==> config.mk <==
export PLATFORM = sky130hd
export DESIGN_NAME = count_rate_sampler_flat
export DESIGN_NICKNAME = d
export VERILOG_FILES = /design/src/rtl/count_rate_sampler_if.sv /design/src/rtl/count_rate_sampler.sv /design/src/flat_wrapper.sv
export SDC_FILE = /design/constraint.sdc
export NUM_CORES = 1
export LEC_CHECK = 0
export ABC_AREA = 1
export BUFFER_PORTS_ARGS = -buffer_cell sky130_fd_sc_hd__buf_4
export CORE_MARGIN = 1
export CORE_UTILIZATION = 62
export CTS_BUF_LIST = sky130_fd_sc_hd__clkbuf_8
export CTS_CLUSTER_SIZE = 16
export DETAILED_ROUTE_END_ITERATION = 8
export PLACE_DENSITY = 0.82
export RECOVER_POWER = 50
export SYNTH_ARGS = -nofsm -noshare
export SYNTH_HDL_FRONTEND = slang
export SYNTH_SLANG_ARGS = --single-unit
==> constraint.sdc <==
create_clock -name clk -period 3 [get_ports clk]
set_clock_uncertainty 0.15 [all_clocks]
set_input_delay 0.15 -clock clk [delete_from_list [all_inputs] [get_ports clk]]
set_output_delay 0.15 -clock clk [all_outputs]
set_load 0.02 [all_outputs]
==> src/rtl/count_rate_sampler_if.sv <==
`default_nettype none
// ============================================================================
// Module   : count_rate_sampler_if
// Brief    : Valid/ready sample stream carrying {delta, ovf, seq}.
// Revision : 1.0 - initial release
// ============================================================================
interface count_rate_sampler_if #(
    parameter int WIDTH = 8
);
    logic             m_valid;
    logic             m_ready;
    logic [WIDTH-1:0] m_delta;
    logic             m_ovf;
    logic [3:0]       m_seq;

    modport master (
        output m_valid,
        output m_delta,
        output m_ovf,
        output m_seq,
        input  m_ready
    );

    modport slave (
        input  m_valid,
        input  m_delta,
        input  m_ovf,
        input  m_seq,
        output m_ready
    );
endinterface
`default_nettype wire

==> src/rtl/count_rate_sampler.sv <==
`default_nettype none
// ============================================================================
// Module   : count_rate_sampler
// Brief    : Samples an up counter once per window, queues the increment.
// Revision : 1.0 - initial release
// ============================================================================
module count_rate_sampler #(
    parameter int WIDTH  = 8,
    parameter int WINDOW = 100,
    parameter int DEPTH  = 4
) (
    input  wire logic                    clk,
    input  wire logic                    reset,
    input  wire logic [WIDTH-1:0]        count_in,
    input  wire logic                    count_en,
    count_rate_sampler_if.master         m,
    output logic [$clog2(DEPTH):0]       level,
    output logic [7:0]                   drop_cnt
);

    localparam int c_TW = (WINDOW > 1) ? $clog2(WINDOW) : 1;
    localparam int c_AW = $clog2(DEPTH);
    localparam int c_DW = WIDTH + 5;
    localparam logic [c_TW-1:0]  c_TIMER_MAX = c_TW'(WINDOW - 1);
    localparam logic [WIDTH:0]   c_EVT_SAT   = {1'b1, {WIDTH{1'b0}}};
    localparam logic [c_AW:0]    c_FULL      = (c_AW + 1)'(DEPTH);

    logic [c_TW-1:0]  r_timer;
    logic [WIDTH-1:0] r_last;
    logic [WIDTH:0]   r_evt;
    logic [3:0]       r_seq;
    logic [c_AW-1:0]  r_wptr;
    logic [c_AW-1:0]  r_rptr;
    logic [c_AW:0]    r_level;
    logic [7:0]       r_drop;
    logic [c_DW-1:0]  r_mem [DEPTH];

    logic             w_sample;
    logic             w_valid;
    logic             w_pop;
    logic             w_push;
    logic             w_drop;
    logic [WIDTH-1:0] w_delta;
    logic             w_ovf;
    logic [c_DW-1:0]  w_head;

    assign w_sample = (r_timer == c_TIMER_MAX);
    assign w_valid  = (r_level != '0);
    assign w_pop    = w_valid && m.m_ready;
    // A full FIFO still accepts a sample when the head leaves on the same edge.
    assign w_push   = w_sample && ((r_level != c_FULL) || w_pop);
    assign w_drop   = w_sample && !w_push;
    assign w_delta  = count_in - r_last;
    assign w_ovf    = (r_evt == c_EVT_SAT);

    always_ff @(posedge clk) begin
        if (reset) begin
            r_timer <= '0;
            r_last  <= '0;
            r_evt   <= '0;
            r_seq   <= '0;
        end else if (w_sample) begin
            r_timer <= '0;
            r_last  <= count_in;
            // This edge's enable is not yet reflected in count_in, so it
            // opens the next window's event tally.
            r_evt   <= (WIDTH + 1)'(count_en);
            r_seq   <= r_seq + 4'd1;
        end else begin
            r_timer <= r_timer + c_TW'(1);
            if (count_en && (r_evt != c_EVT_SAT)) begin
                r_evt <= r_evt + (WIDTH + 1)'(1);
            end
        end
    end

    always_ff @(posedge clk) begin
        if (w_push) begin
            r_mem[r_wptr] <= {w_delta, w_ovf, r_seq};
        end
    end

    always_ff @(posedge clk) begin
        if (reset) begin
            r_wptr  <= '0;
            r_rptr  <= '0;
            r_level <= '0;
            r_drop  <= '0;
        end else begin
            if (w_push) begin
                r_wptr <= r_wptr + c_AW'(1);
            end
            if (w_pop) begin
                r_rptr <= r_rptr + c_AW'(1);
            end
            case ({w_push, w_pop})
                2'b10:   r_level <= r_level + (c_AW + 1)'(1);
                2'b01:   r_level <= r_level - (c_AW + 1)'(1);
                default: r_level <= r_level;
            endcase
            if (w_drop && (r_drop != 8'hFF)) begin
                r_drop <= r_drop + 8'd1;
            end
        end
    end

    assign w_head    = r_mem[r_rptr];
    assign m.m_valid = w_valid;
    assign m.m_delta = w_valid ? w_head[c_DW-1:5] : '0;
    assign m.m_ovf   = w_valid ? w_head[4]        : 1'b0;
    assign m.m_seq   = w_valid ? w_head[3:0]      : 4'd0;
    assign level     = r_level;
    assign drop_cnt  = r_drop;

endmodule
`default_nettype wire

==> src/flat_wrapper.sv <==
// flat-port wrapper written by rule: the top's interface ports become plain ports
module count_rate_sampler_flat 
#(
    parameter int WIDTH  = 8,
    parameter int WINDOW = 100,
    parameter int DEPTH  = 4
)
  (clk, reset, count_in, count_en, level, drop_cnt, m_m_valid, m_m_delta, m_m_ovf, m_m_seq, m_m_ready);
  count_rate_sampler_if #(.WIDTH(WIDTH)) m_i ();
  input  wire logic clk;
  input  wire logic reset;
  input  wire logic [WIDTH-1:0] count_in;
  input  wire logic count_en;
  output logic [$clog2(DEPTH):0] level;
  output logic [7:0] drop_cnt;
  output wire logic [$bits(m_i.m_valid)-1:0] m_m_valid;
  output wire logic [$bits(m_i.m_delta)-1:0] m_m_delta;
  output wire logic [$bits(m_i.m_ovf)-1:0] m_m_ovf;
  output wire logic [$bits(m_i.m_seq)-1:0] m_m_seq;
  input wire logic [$bits(m_i.m_ready)-1:0] m_m_ready;
  assign m_m_valid = m_i.m_valid;
  assign m_m_delta = m_i.m_delta;
  assign m_m_ovf = m_i.m_ovf;
  assign m_m_seq = m_i.m_seq;
  assign m_i.m_ready = m_m_ready;
  count_rate_sampler #(.WIDTH(WIDTH), .WINDOW(WINDOW), .DEPTH(DEPTH)) u_core (.clk(clk), .reset(reset), .count_in(count_in), .count_en(count_en), .m(m_i), .level(level), .drop_cnt(drop_cnt));
endmodule
==> metrics.md <==
| Metric | Value |
|---|---|
| Slew @ Worst Pin | about 600 ps |
| # setup viols final | 0 |
| Met3 usage | between 3 and 4% |
| Sequential share of the synthesized area | 54.1% |
| Worst Hold End | u_core.r_rptr[0]$_SDFFE_PP0P_ |
| Core Region | a little under 7000 µm² |
| Starting Density | approximately two thirds |
| GPL Wtd Cong | between 0.9 and 1 |
| Outcome | finished clean |
| Achievable Freq | about 430 MHz |
| Reg clk slew, reported paths | ~90 ps |
| Number of synthesis warnings | 0 |
| Worst slew margin | approximately 60% |
| Busiest grt layer | met2 |
| Total power | between 3000 and 4000 µW |
| Worst flop-to-flop path startpoint | u_core.r_timer[0]$_SDFF_PP0_ |
| Library cells used by synthesis | 33 |
| Clock Latency Late Sink | between 300 and 400 ps |
| Largest stage delay, worst path | 470 ps |
| Commonest non-fill, non-tap cell in the layout | nor2_1 |
| Synthesized cell area | approximately 4600 µm² |
| Critical Path Source Type | flip-flop |
| Maximum root-to-sink buffer count | 2 |
| Final Cycle Share | between 70% and 80% |
| Initial antenna violation count | 0 |
| Routed WL | slightly above 9 mm |
| Maximum fanout along the worst path | 13 |
| Worst r2r path cells | 6 |
| Post-Syn Area per Cell | 8.88 µm² |
| 1st-pass router iterations | 4 |
| Synth Instances | around 510 |
| DP Cell Count | around 640 |
| Net Count, Synth | approximately 540 |
| Req. time, crit path | between 2000 and 3000 ps |
| Min Tclk post-route | about 2300 ps |
| Critical path class | flip-flop to flip-flop |
| Die width | 87.7 µm |
| WL/cell | 13.7 µm |
| GRT Resource Usage Total | approximately a quarter |
| CTS Root Buffer Type | clkbuf_8 |
| Die H | 87.7 µm |
| Row count | 30 |
| Layout cells sized above 1 | 9.70% |
| Worst r2r dst | u_core.r_mem[3][9]$_DFFE_PP_ |
| Dpl ws | around 900 ps |
| Fin. Hold Viols | 0 |
| Die area | approximately 7700 µm² |
| Commonest non-fill, non-tap cells in the layout | nor2_1 (90), nand2_1 (79), inv_1 (56), edfxtp_1 (52) |
| Port bufs | 36 |
| CP Capture Type | flip-flop |
| H-tree levels | 3 |
| Hold_sp | m_m_ready |
| Global routing usage on met2 | a little under half |
| Vias in the first global route | 3,267 |
| Num CTS Buffers | 9 |
| Largest net degree at the start of global routing | 27 |
| DRT iter0 DRCs | between 150 and 200 |
| Worst vdd ir | 285 µV |
| First-pass GRT wire length | approximately 14 mm |
| Gr ovfl total | 0 |
| GRT met1 Usage | between 20% and 30% |
| CP max-delay cell | nor2_1 |
| Worst reg2reg setup slack | 680 ps |
| Drc violations | 0 |
| Post-DP HPWL | a little over 6 mm |
| # Max-Cap Violations | 0 |
| # nets final | between 500 and 600 |
| Cells resized by post-CTS repair | 0 |
| Diode count | 0 |
| Layout area overhead | 12.3% |
| Top cell by count, worst path | nor2_1 |
| Worst-path cell chain | ha_1 > nand3_1 > nor2_1 > nand2_1 > nor2_1 > buf_4 |
| Vias after detailed routing | between 3,000 and 4,000 |
| Setup TNS | 0 ps |
| Worst Slack Setup Final | 678 ps |
| Final Util | approximately 74% |
| Final instance count without filler cells | 663 |
| Fillers | roughly 540 |
| Unrepaired setup endpoints after global routing | false |
| LEAKAGE | 0.00202 µW |
| Number of routed nets with antenna violations | 0 |
| Ports | 37 |
| Worst hold path stage count | 4 |
| Worst Path Arrival | 2240 ps |
| Power Density | roughly 600 nW/µm² |
| CTS sink count | 97 |
| CTS tree | built |
| FF+latch count, synth | between 90 and 100 |
| Drt via density | between 5 and 6 |
| Hold WC Path Type | primary input to flip-flop |
| Slew Viols, Final | 0 |
metrics by stage:
step / instance area (µm²) / hold slack, ps
after detailed placement: 4930 / 257
after CTS: 5210 / 20.2
final: 5120 / 76.8
after floorplan: 4560 / 154
after global placement: 4930 / 258
after global routing: 5120 / 132
state kept, by name, summed over array words and instances (netlist names), named ones only:
signal           cells
u_core.level         3
u_core.r_seq         4
u_core.r_rptr        2
u_core.r_wptr        2
u_core.r_mem        52
u_core.drop_cnt      8
u_core.r_timer       7
u_core.r_evt         9
u_core.r_last        8
worst max-delay path by stage:
stage                                            to                          from  cells after the start
floorplan              u_core.r_mem[0][0]$_DFFE_PP_  u_core.r_timer[0]$_SDFF_PP0_                      5
global placement       u_core.level[2]$_SDFFE_PP0P_  u_core.r_timer[0]$_SDFF_PP0_                     10
detailed placement     u_core.level[2]$_SDFFE_PP0P_  u_core.r_timer[0]$_SDFF_PP0_                     10
CTS                                    m_m_delta[7]                     flip-flop                      6
global route        u_core.drop_cnt[3]$_SDFFE_PP0P_  u_core.r_timer[0]$_SDFF_PP0_                      9
finish                 u_core.r_mem[3][9]$_DFFE_PP_  u_core.r_timer[0]$_SDFF_PP0_                      6
synth_stat cells:
master | instances | area share (%)
buf_6 | 1 | 0.25
nand4_1 | 8 | 1.1
o21ai_1 | 1 | 0.11
a21o_1 | 1 | 0.16
xnor2_1 | 1 | 0.19
nor2_4 | 3 | 0.74
fa_1 | 2 | 0.88
edfxtp_1 | 52 | 34
inv_1 | 55 | 4.5
nand2_1 | 77 | 6.3
buf_2 | 7 | 0.77
dfxtp_1 | 45 | 20
nand2_4 | 1 | 0.25
clkinv_1 | 1 | 0.082
and3_1 | 1 | 0.14
a21boi_0 | 1 | 0.16
ha_1 | 16 | 4.4
inv_4 | 1 | 0.14
nor2_1 | 87 | 7.2
a21oi_1 | 44 | 4.8
nand3_4 | 1 | 0.38
inv_2 | 6 | 0.49
o21ai_0 | 46 | 5.1
clkbuf_1 | 7 | 0.58
xor2_1 | 15 | 2.9
nor3b_1 | 3 | 0.49
nand2_2 | 2 | 0.27
nor2_2 | 1 | 0.14
nand3_1 | 15 | 1.6
nor3_1 | 5 | 0.55
a31oi_1 | 2 | 0.27
a21oi_2 | 4 | 0.77
o21bai_1 | 1 | 0.16
where the power goes:
part | leakage [µW] | internal, µW | total [µW] | switching, µW
Clock | 0.0000965 | 318 | 802 | 485
Sequential | 0.000884 | 1430 | 1480 | 43.6
Combinational | 0.00104 | 270 | 811 | 541
Total | 0.00202 | 2020 | 3090 | 1070
logic make-up after synthesis:
| family | share of synthesized area [%] |
|---|---|
| AO/OA/AOI/OAI | 11.5 |
| XOR/XNOR | 3.08 |
| adder cells (fa/ha/maj) | 5.27 |
| buffers and inverters | 6.84 |
| flip-flops | 54.1 |
| AND/OR/NAND/NOR | 19.2 |
layer usage:
metal,wire length (µm),vias to the layer above
li1,-,1780
met1,3990,1639
met2,4640,71
met3,261,12
met4,161,0
met5,0,-
worst max-delay path, delay by kind of cell, from the launching register on:
kind	cells	cell delay, ps
simple gates	4	1030
fa+ha+maj	1	240
flops	1	360
buf+inv	1	240
final cells by class:
class	count	area, µm²	share of cell area, %
clock inverter	7	60.1	1.17
tap	96	120	2.35
timing repair buffer	53	374	7.31
clock buffer	9	124	2.42
inverter	63	238	4.65
multi-input combinational	338	1740	34.0
sequential	97	2460	48.1
timing repair:
action,4_1_cts,5_1_grt
hold buffers,10,0
endpoints found under the setup margin,0,0
buffers inserted,0,0
endpoints found under the hold margin,17,0
No activity file was read; power rests on OpenSTA's default activity.
